<file path="config.mk">
export PLATFORM = sky130hd
export DESIGN_NAME = irq_priority_sequencer
export DESIGN_NICKNAME = d
export VERILOG_FILES = /design/src/rtl/irq_priority_sequencer.sv
export SDC_FILE = /design/constraint.sdc
export NUM_CORES = 1
export LEC_CHECK = 0
export CELL_PAD_IN_SITES_DETAIL_PLACEMENT = 0
export CELL_PAD_IN_SITES_GLOBAL_PLACEMENT = 1
export CORE_MARGIN = 3
export CORE_UTILIZATION = 41
export CTS_CLUSTER_SIZE = 12
export DETAILED_ROUTE_END_ITERATION = 6
export PLACE_DENSITY_LB_ADDON = 0.1
export RECOVER_POWER = 100
export SLEW_MARGIN = 10
export SYNTH_ARGS = -nofsm -noshare
export SYNTH_HDL_FRONTEND = slang
export SYNTH_SLANG_ARGS = --single-unit
</file>
<file path="constraint.sdc">
create_clock -name clock -period 6.3 [get_ports clock]
set_clock_uncertainty 0.1 [all_clocks]
set_input_delay 1.26 -clock clock [delete_from_list [all_inputs] [get_ports clock]]
set_output_delay 1.26 -clock clock [all_outputs]
set_load 0.03 [all_outputs]
</file>
<file path="src/rtl/irq_priority_sequencer.sv">
// Rotating-priority interrupt sequencer with in-service nesting and a two-pulse
// acknowledge handshake. Optional polled acknowledge is built when IRQ_POLL_EN is defined.
module irq_priority_sequencer #(
    parameter int NUM_IRQ  = 8,
    parameter int VECTOR_W = 8,
    localparam int ID_W    = $clog2(NUM_IRQ)
) (
    input  logic                clock,
    input  logic                reset,
    input  logic [NUM_IRQ-1:0]  irq_req,
    input  logic                cfg_we,
    input  logic [1:0]          cfg_addr,
    input  logic [31:0]         cfg_wdata,
    input  logic                ack_n,
    output logic                int_out,
    output logic                vec_valid,
    output logic [VECTOR_W-1:0] vec_data,
    output logic [NUM_IRQ-1:0]  isr,
    output logic [NUM_IRQ-1:0]  imr,
    input  logic                poll_req,
    output logic                poll_valid,
    output logic [ID_W:0]       poll_data
);

    localparam logic [1:0] ST_IDLE = 2'd0;
    localparam logic [1:0] ST_ACK1 = 2'd1;
    localparam logic [1:0] ST_GAP  = 2'd2;
    localparam logic [1:0] ST_ACK2 = 2'd3;

    localparam logic [NUM_IRQ-1:0]  ONE_VEC     = NUM_IRQ'(1);
    localparam logic [NUM_IRQ-1:0]  ZERO_VEC    = {NUM_IRQ{1'b0}};
    localparam logic [ID_W-1:0]     SPUR_ID     = ID_W'(NUM_IRQ - 1);
    localparam logic [VECTOR_W-1:0] VEC_HI_MASK = {VECTOR_W{1'b1}} << ID_W;

    // Rotate so that bit 0 of the result is channel 'sh' (the highest-priority id).
    function automatic logic [NUM_IRQ-1:0] rotate_down(input logic [NUM_IRQ-1:0] v,
                                                        input logic [ID_W-1:0]    sh);
        logic [2*NUM_IRQ-1:0] d;
        d = {v, v} >> sh;
        return d[NUM_IRQ-1:0];
    endfunction

    // Returns {hit, rank} of the lowest set bit, rank 0 being the highest priority.
    function automatic logic [ID_W:0] first_set(input logic [NUM_IRQ-1:0] v);
        logic [ID_W:0] r;
        r = {(ID_W+1){1'b0}};
        for (int k = NUM_IRQ - 1; k >= 0; k--) begin
            if (v[k]) begin
                r = {1'b1, ID_W'(k)};
            end
        end
        return r;
    endfunction

    logic [1:0]          state_r;
    logic                ack_prev_r;
    logic                ack_armed_r;
    logic [NUM_IRQ-1:0]  isr_r;
    logic [NUM_IRQ-1:0]  imr_r;
    logic [VECTOR_W-1:0] vbase_r;
    logic                auto_eoi_r;
    logic                auto_rot_r;
    logic [ID_W-1:0]     prio_low_r;
    logic [ID_W-1:0]     ack_id_r;
    logic                spurious_r;
    logic                int_out_r;
    logic                vec_valid_r;
    logic [VECTOR_W-1:0] vec_data_r;
    logic                poll_valid_r;
    logic [ID_W:0]       poll_data_r;

    logic [1:0]          state_nx_s;
    logic [ID_W-1:0]     start_s;
    logic                win_hit_s;
    logic [ID_W-1:0]     win_rank_s;
    logic [ID_W-1:0]     win_id_s;
    logic                isr_hit_s;
    logic [ID_W-1:0]     isr_rank_s;
    logic [ID_W-1:0]     isr_id_s;
    logic                fall_s;
    logic                rise_s;
    logic                accept_s;
    logic                leave_s;
    logic                latch_s;
    logic                poll_fire_s;
    logic                cfg_eoi_s;
    logic                eoi_tgt_hit_s;
    logic [ID_W-1:0]     eoi_tgt_id_s;
    logic [NUM_IRQ-1:0]  isr_set_s;
    logic [NUM_IRQ-1:0]  eoi_clr_s;
    logic [NUM_IRQ-1:0]  auto_clr_s;
    logic [NUM_IRQ-1:0]  isr_nx_s;
    logic [ID_W-1:0]     prio_nx_s;
    logic                int_nx_s;
    logic                vec_valid_nx_s;
    logic [VECTOR_W-1:0] vec_data_nx_s;
    logic                unused_s;

    assign start_s = prio_low_r + ID_W'(1);
    assign {win_hit_s, win_rank_s} = first_set(rotate_down(irq_req & ~imr_r, start_s));
    assign win_id_s = start_s + win_rank_s;
    assign {isr_hit_s, isr_rank_s} = first_set(rotate_down(isr_r, start_s));
    assign isr_id_s = start_s + isr_rank_s;

    // A low ack_n still pending when reset releases must not count as a fall.
    assign fall_s   = ack_armed_r & ack_prev_r & ~ack_n;
    assign rise_s   = ~ack_prev_r & ack_n;
    assign accept_s = (state_r == ST_IDLE) && fall_s;
    assign leave_s  = (state_r == ST_ACK2) && rise_s;

`ifdef IRQ_POLL_EN
    assign poll_fire_s = poll_req && (state_r == ST_IDLE);
`else
    assign poll_fire_s = 1'b0;
`endif
    assign latch_s = accept_s | poll_fire_s;

    assign cfg_eoi_s     = cfg_we && (cfg_addr == 2'd3);
    assign eoi_tgt_hit_s = cfg_wdata[8] | isr_hit_s;
    assign eoi_tgt_id_s  = cfg_wdata[8] ? cfg_wdata[ID_W-1:0] : isr_id_s;

    // Set is OR-ed in after clearing, so a same-bit set/clear collision keeps the bit.
    assign isr_set_s  = (latch_s && win_hit_s) ? (ONE_VEC << win_id_s) : ZERO_VEC;
    assign eoi_clr_s  = (cfg_eoi_s && eoi_tgt_hit_s) ? (ONE_VEC << eoi_tgt_id_s) : ZERO_VEC;
    assign auto_clr_s = (leave_s && !spurious_r && auto_eoi_r) ? (ONE_VEC << ack_id_r) : ZERO_VEC;
    assign isr_nx_s   = (isr_r & ~(eoi_clr_s | auto_clr_s)) | isr_set_s;

    assign unused_s = ^{poll_req, cfg_wdata};

    // Acknowledge handshake state sequencing.
    always_comb begin
        state_nx_s = state_r;
        case (state_r)
            ST_IDLE: if (fall_s) state_nx_s = ST_ACK1; else state_nx_s = ST_IDLE;
            ST_ACK1: if (rise_s) state_nx_s = ST_GAP;  else state_nx_s = ST_ACK1;
            ST_GAP:  if (fall_s) state_nx_s = ST_ACK2; else state_nx_s = ST_GAP;
            ST_ACK2: if (rise_s) state_nx_s = ST_IDLE; else state_nx_s = ST_ACK2;
            default: state_nx_s = ST_IDLE;
        endcase
    end

    // Rotation source: an explicit EOI rotate takes precedence over auto-rotate.
    always_comb begin
        prio_nx_s = prio_low_r;
        if (cfg_eoi_s && eoi_tgt_hit_s && cfg_wdata[9]) begin
            prio_nx_s = eoi_tgt_id_s;
        end else if (leave_s && !spurious_r && auto_rot_r) begin
            prio_nx_s = ack_id_r;
        end else begin
            prio_nx_s = prio_low_r;
        end
    end

    // Next values for the registered CPU-facing outputs.
    always_comb begin
        int_nx_s       = 1'b0;
        vec_valid_nx_s = 1'b0;
        vec_data_nx_s  = {VECTOR_W{1'b0}};
        if ((state_r == ST_IDLE) && win_hit_s && (!isr_hit_s || (win_rank_s < isr_rank_s))) begin
            int_nx_s = 1'b1;
        end else begin
            int_nx_s = 1'b0;
        end
        if ((state_nx_s == ST_ACK2) && !ack_n) begin
            vec_valid_nx_s = 1'b1;
            vec_data_nx_s  = (vbase_r & VEC_HI_MASK) | VECTOR_W'(ack_id_r);
        end else begin
            vec_valid_nx_s = 1'b0;
            vec_data_nx_s  = {VECTOR_W{1'b0}};
        end
    end

    // Sequencer state, acknowledge capture and in-service tracking.
    always_ff @(posedge clock or posedge reset) begin
        if (reset) begin
            state_r     <= ST_IDLE;
            ack_prev_r  <= 1'b1;
            ack_armed_r <= 1'b0;
            isr_r       <= ZERO_VEC;
            prio_low_r  <= SPUR_ID;
            ack_id_r    <= {ID_W{1'b0}};
            spurious_r  <= 1'b0;
        end else begin
            state_r     <= state_nx_s;
            ack_prev_r  <= ack_n;
            ack_armed_r <= ack_armed_r | ack_n;
            isr_r       <= isr_nx_s;
            prio_low_r  <= prio_nx_s;
            if (latch_s) begin
                ack_id_r   <= win_hit_s ? win_id_s : SPUR_ID;
                spurious_r <= ~win_hit_s;
            end
        end
    end

    // Configuration registers; address 3 is a command handled above.
    always_ff @(posedge clock or posedge reset) begin
        if (reset) begin
            imr_r      <= {NUM_IRQ{1'b1}};
            vbase_r    <= {VECTOR_W{1'b0}};
            auto_eoi_r <= 1'b0;
            auto_rot_r <= 1'b0;
        end else if (cfg_we) begin
            case (cfg_addr)
                2'd0: imr_r   <= cfg_wdata[NUM_IRQ-1:0];
                2'd1: vbase_r <= cfg_wdata[VECTOR_W-1:0];
                2'd2: begin
                    auto_eoi_r <= cfg_wdata[0];
                    auto_rot_r <= cfg_wdata[1];
                end
                default: begin
                end
            endcase
        end
    end

    // Registered outputs.
    always_ff @(posedge clock or posedge reset) begin
        if (reset) begin
            int_out_r    <= 1'b0;
            vec_valid_r  <= 1'b0;
            vec_data_r   <= {VECTOR_W{1'b0}};
            poll_valid_r <= 1'b0;
            poll_data_r  <= {(ID_W+1){1'b0}};
        end else begin
            int_out_r    <= int_nx_s;
            vec_valid_r  <= vec_valid_nx_s;
            vec_data_r   <= vec_data_nx_s;
            poll_valid_r <= poll_fire_s;
            poll_data_r  <= (poll_fire_s && win_hit_s) ? {1'b1, win_id_s} : {(ID_W+1){1'b0}};
        end
    end

    assign int_out    = int_out_r;
    assign vec_valid  = vec_valid_r;
    assign vec_data   = vec_data_r;
    assign isr        = isr_r;
    assign imr        = imr_r;
    assign poll_valid = poll_valid_r;
    assign poll_data  = poll_data_r;

endmodule
</file>
* Word level (Yosys, flattened, before mapping)
Cells that the tools add are included.
Storage, ports and cells: input bits 47, logic and storage cells 98, register bits after elaboration 47, output and inout port bits 31
Cells by class: order comparisons 1, eq/ne operators 7, shifts and indexed selects 5, bitwise logic cells 15, multiplexer cells 31, $add $sub $neg 3, reductions and logical operators 22
Operator list (number):
- 4-bit 2-to-1 mux | 16
- 8-bit 2-to-1 mux | 4
- 16-bit by 3-bit right shift with 8-bit output | 2
- 1-bit by 3-bit << shifter with 8-bit output (first input constant) | 3
- 8-bit AND | 2
- 8-bit NOT | 2
- 8-bit OR | 2
- 1-bit logical AND | 12
- 3-bit 2-to-1 mux | 4
- 2-bit equality test (second input constant) | 5
- 8-bit by 3-bit OR with 8-bit output | 1
- 2-bit one-hot mux with 4 select lines | 1
- 3-bit adder | 2
- 2-bit AND reduction | 3
- 2-bit by 1-bit equality test with 1-bit output (second input constant) | 2
- 2-bit logical NOT | 2
- 1-bit 2-to-1 mux | 4
- 2-bit 2-to-1 mux | 2
- 3-bit by 1-bit adder with 3-bit output (second input constant) | 1
- 1-bit AND | 3
- 1-bit logical NOT | 3
- 3-bit less-than comparator | 1
- 1-bit NOT | 3
- 1-bit OR | 2
- 2 further kinds | 2

* Logic depth before layout (Yosys ltp)
depth in word-level cells 18, depth in mapped cells 14, mapped depth without buffers 13

* Worst setup path after synthesis
Ideal clock, no wire load.
path type input to register, start point input port irq_req[5], end point register isr_r[4], in the netlist isr[4], required time 6098 ps, cell stages on the path 12, path slack 2290 ps, library setup time 102 ps, arrival time 3809 ps, buffers on the path 0, cells stage by stage nand2b_1 mux4_2 mux2_2 nor3b_1 a21oi_1 nand2_1 ha_1 fa_1 xnor2_1 and2_1 o21ai_0 o32ai_1
On the way: cells in the longest elaborated chain, start to end 14, elaborated cells between the ends (all ways) 15, classes of those cells add/sub: 1; shift: 2; mux: 9; bitwise: 2; reduce/logical: 1
RTL lines:
- start, declared | RTL line 10 | input logic [NUM_IRQ-1:0] irq_req,
- 8-bit AND (*) | RTL line 100 | assign {win_hit_s, win_rank_s} = first_set(rotate_down(irq_req & ~imr_r, start_s));
- 16-bit by 3-bit right shift with 8-bit output (*) | RTL line 39 | d = {v, v} >> sh;
- 4-bit 2-to-1 mux (7 in a row) | RTL line 48 | if (v[k]) begin
- 4-bit 2-to-1 mux (*) | RTL line 48
- 3-bit adder | RTL line 101 | assign win_id_s = start_s + win_rank_s;
- 1-bit by 3-bit << shifter with 8-bit output | RTL line 123 | assign isr_set_s = (latch_s && win_hit_s) ? (ONE_VEC << win_id_s) : ZERO_VEC;
- 8-bit 2-to-1 mux (*) | RTL line 123
- 8-bit OR (*) | RTL line 126 | assign isr_nx_s = (isr_r & ~(eoi_clr_s | auto_clr_s)) | isr_set_s;
- net isr_nx_s[4] | RTL line 92 | logic [NUM_IRQ-1:0] isr_nx_s;
- end signal, assigned | RTL line 187 | isr_r <= isr_nx_s;
- end, declared | RTL line 58 | logic [NUM_IRQ-1:0] isr_r;
Mark *: on every way through the listed nets, which the timed path passes. The rest lies on a longest branch. A chain may end at the register's enable or synchronous reset.

* Final worst setup path
start point register prio_low_r[0], end point register isr_r[1], in the netlist isr[1]
On the way: cells in the longest elaborated chain, start to end 18, elaborated cells between the ends (all ways) 33, classes of those cells add/sub: 3; shift: 4; mux: 19; bitwise: 5; reduce/logical: 2
RTL lines:
- start, declared | RTL line 63 | logic [ID_W-1:0] prio_low_r;
- start signal, assigned | RTL line 188 | prio_low_r <= prio_nx_s;
- 3-bit by 1-bit adder with 3-bit output (*) | RTL line 99 | assign start_s = prio_low_r + ID_W'(1);
- 16-bit by 3-bit right shift with 8-bit output | RTL line 39
- 4-bit 2-to-1 mux (8 in a row) | RTL line 48
- 3-bit adder | RTL line 103 | assign isr_id_s = start_s + isr_rank_s;
- 3-bit 2-to-1 mux | RTL line 120 | assign eoi_tgt_id_s = cfg_wdata[8] ? cfg_wdata[ID_W-1:0] : isr_id_s;
- 1-bit by 3-bit << shifter with 8-bit output | RTL line 124 | assign eoi_clr_s = (cfg_eoi_s && eoi_tgt_hit_s) ? (ONE_VEC << eoi_tgt_id_s) : ZERO_VEC;
- 8-bit 2-to-1 mux | RTL line 124
- 8-bit OR | RTL line 126
- 8-bit NOT | RTL line 126
- 8-bit AND | RTL line 126
- 8-bit OR (*) | RTL line 126
- net isr_nx_s[1] | RTL line 92
Marked as above.

==> impl_metrics.toml <==
[placed_design]
port_buffers = 49
dp_hpwl_mm = 5.552
gp_congestion = 0.7753

[synthesis]
synth.avg_cell_area_um2 = 11.14
synthFlopType = "dfrtp_1"
async_reset_ff_share_pct = 100.0
ys_ff_latch = 44
synthCells = 270
synth-edff-count = 0
mappedNetlistArea_um2 = 3007
ys.warnings.count = 0
ys_seq_area_share_pct = 37.12
yosys.cell_types.count = 56

[clocking]
path_clk_slew_ps = 80
cts_made_buffers = 5
clockBufferDepth = 2
clockRootBuffer = "clkbuf_8"
numClockSinks = 44
post_cts_buffers = 0
hold_buffers = 0
insertion_delay_ps = 300
cts.htree.levels = 2
cts_tree = "built"
cts-resized-gates = 0

[outcome]
violations = "max-capacitance violations, max-slew violations"
status = "finished with violations"

[drt]
dr.pass1.iters = 4
dr_wl_met2_mm = 3.467
wl_mm = 7.310
drt.antenna.violating_nets = 0
wl_met3_um = 340
avgRoutedWirePerCell_um = 17.49
vias_per_cell = 5.548
drc_errors = 0
top_layer = "met4"
drtIter0Drc = 91
met1_length_mm = 3.394
via_count = 2319

[layout]
multiInputGateArea_um2 = 1770
regArea_um2 = 1116
diodes = 0
final_nets = 375
fillers = 642
syn2layout_area_growth_pct = 21.76
layout-drive-gt1-share_pct = 18.63

[timing]
finalMaxSlewViolations = 45
tightest_slew_ps = 2358
finalHoldViolCount = 0
finalSetupTns_ps = 0
period_minus_slack_ps = 5369
relSlewSlack_pct = -57.19
finalCritPeriodShare_pct = 85.23
setup_viol = 0
rsz0062_at_grt = "no"
fmax_ghz = 0.1862

[global_route]
grt_pass1_wl_mm = 12.10
grt_max_degree = 45
antenna_found_initial = 0
grt_use_total_pct = 18.03
gr-total-overflow = 0
grt_pass1_vias = 2326

[critical_path]
arrival_ps = 5430
r2r-start = "prio_low_r[0]"
crit_path_start = "prio_low_r[0]"
critPathCaptureType = "flop"
start_kind = "flop"
criticalPathCategory = "flop to flop"
crit_required_ps = 6360
cp_max_fo = 22

[worst_hold_path]
min_from = "ack_armed_r"
hold_path.class = "flop to flop"

[die]
rows = 30
start_util_pct = 43.30
die_height_um = 91.64
die_width_um = 91.64
core_area_um2 = 6944
io_pins = 78
die-area_um2 = 8397

[job]
cap_violations = 1
==> per-layer routing <==
metal	up-vias	global-route usage (%)
met5	-	0
met4	0	5.402
met3	10	3.363
met2	48	28.36
met1	1134	25.32
li1	1127	-
==> logic make-up after synthesis <==
kind of cell / synth area share, %
simple gates: 17.19
compound gates: 11.28
mux: 24.89
flops: 37.12
buf+inv: 3.912
fa+ha+maj: 3.787
xor+xnor: 1.707
other cells: 0.1247
==> synth_stat cells (3+ instances only) <==
cell	n	area share, %
dfrtp_1	32	27
mux2_2	20	7.5
nor2_1	15	1.9
mux2i_1	14	4.7
mux4_2	14	10
nand2b_1	13	2.7
dfstp_2	12	10
nand2_1	11	1.4
o21ai_0	11	1.8
and3_1	10	2.1
nor3_1	10	1.7
a21oi_1	7	1.2
inv_1	7	0.87
nand3b_1	7	1.7
o22ai_1	7	1.5
buf_4	5	1.2
ha_1	5	2.1
o32ai_1	5	1.5
a31oi_1	4	0.83
buf_2	4	0.67
nor2b_1	4	0.83
nor3b_1	3	0.75
o211ai_1	3	0.75
o21a_1	3	0.75
o31ai_1	3	0.75
xnor2_1	3	0.87
==> critical path: stages, from the launching register on <==
cell and delay (ps):
dfstp_1 1150, ha_1 890, mux4_2 680, nor2b_1 160, o31ai_1 250, nand2_1 120, a31oi_1 220, o32ai_1 150
ha_1 220, fa_1 370, xnor2_1 160, mux2_1 380, nor3_1 230, o22ai_1 130
==> path summary, 6_finish.rpt <==
check	slack [ps]	cells past startpoint	endpoint
max in group asynchronous	2590	3	auto_eoi_r
hold reg to reg	410	1	ack_armed_r
setup / recovery	930	13	isr[1]
min in group asynchronous	2160	3	ack_id_r[0]
hold / removal	410	1	ack_armed_r
setup reg to reg	930	13	isr[1]
==> through the flow <==
step / instances / hold WS [ps] / setup WS (ps) / cell area (um2) / util [%]
floorplan: 274 / 360.3 / 2290 / 3022 / -
global placement: 410 / 378.4 / 1355 / 3575 / 51.48
detailed placement: 410 / 388.3 / 1305 / 3575 / 51.48
CTS: 418 / 411.6 / 1301 / 3682 / 53.03
global route: 418 / 432.7 / 543.1 / 3661 / 52.72
finish: 418 / 408.7 / 930.7 / 3661 / 52.72
==> area by class of cell <==
cell class,count,area share (%)
Inverter,8,0.8202
Clock buffer,6,1.982
Tap cell,96,3.281
Timing Repair Buffer,53,14.11
Multi-Input combinational cell,209,48.36
Clock inverter,2,0.9569
Sequential cell,44,30.49
==> sequential cells by signal, summed over array words and instances (netlist names) <==
name / count
ack_id_r: 3
vbase_r: 5
spurious_r: 1
prio_low_r: 3
int_out: 1
state_r: 2
vec_data: 8
ack_prev_r: 1
isr: 8
auto_rot_r: 1
ack_armed_r: 1
imr: 8
vec_valid: 1
auto_eoi_r: 1
==> placed cells by master, fill, tap and decap left out, drive strengths merged, types with 3 or more instances in the layout <==
cell type	Yosys	layout
a21oi	7	7
a31oi	4	4
and3	10	10
buf	12	3
clkbuf	1	7
clkdlybuf4s50	0	20
conb	1	5
dfrtp	32	32
dfstp	12	12
dlygate4sd3	0	29
ha	5	5
inv	8	7
mux2	21	21
mux2i	14	14
mux4	16	16
nand2	11	11
nand2b	13	13
nand3b	7	7
nor2	15	15
nor2b	4	4
nor3	10	10
nor3b	3	3
nor4	3	3
o211ai	3	3
o21a	3	3
o21ai	13	13
o22ai	7	7
o31ai	3	3
o32ai	5	5
xnor2	4	4
Power is left out: the tool's default activity adds up to more than one toggle a clock period on the data nets, which glitch-free logic cannot reach.
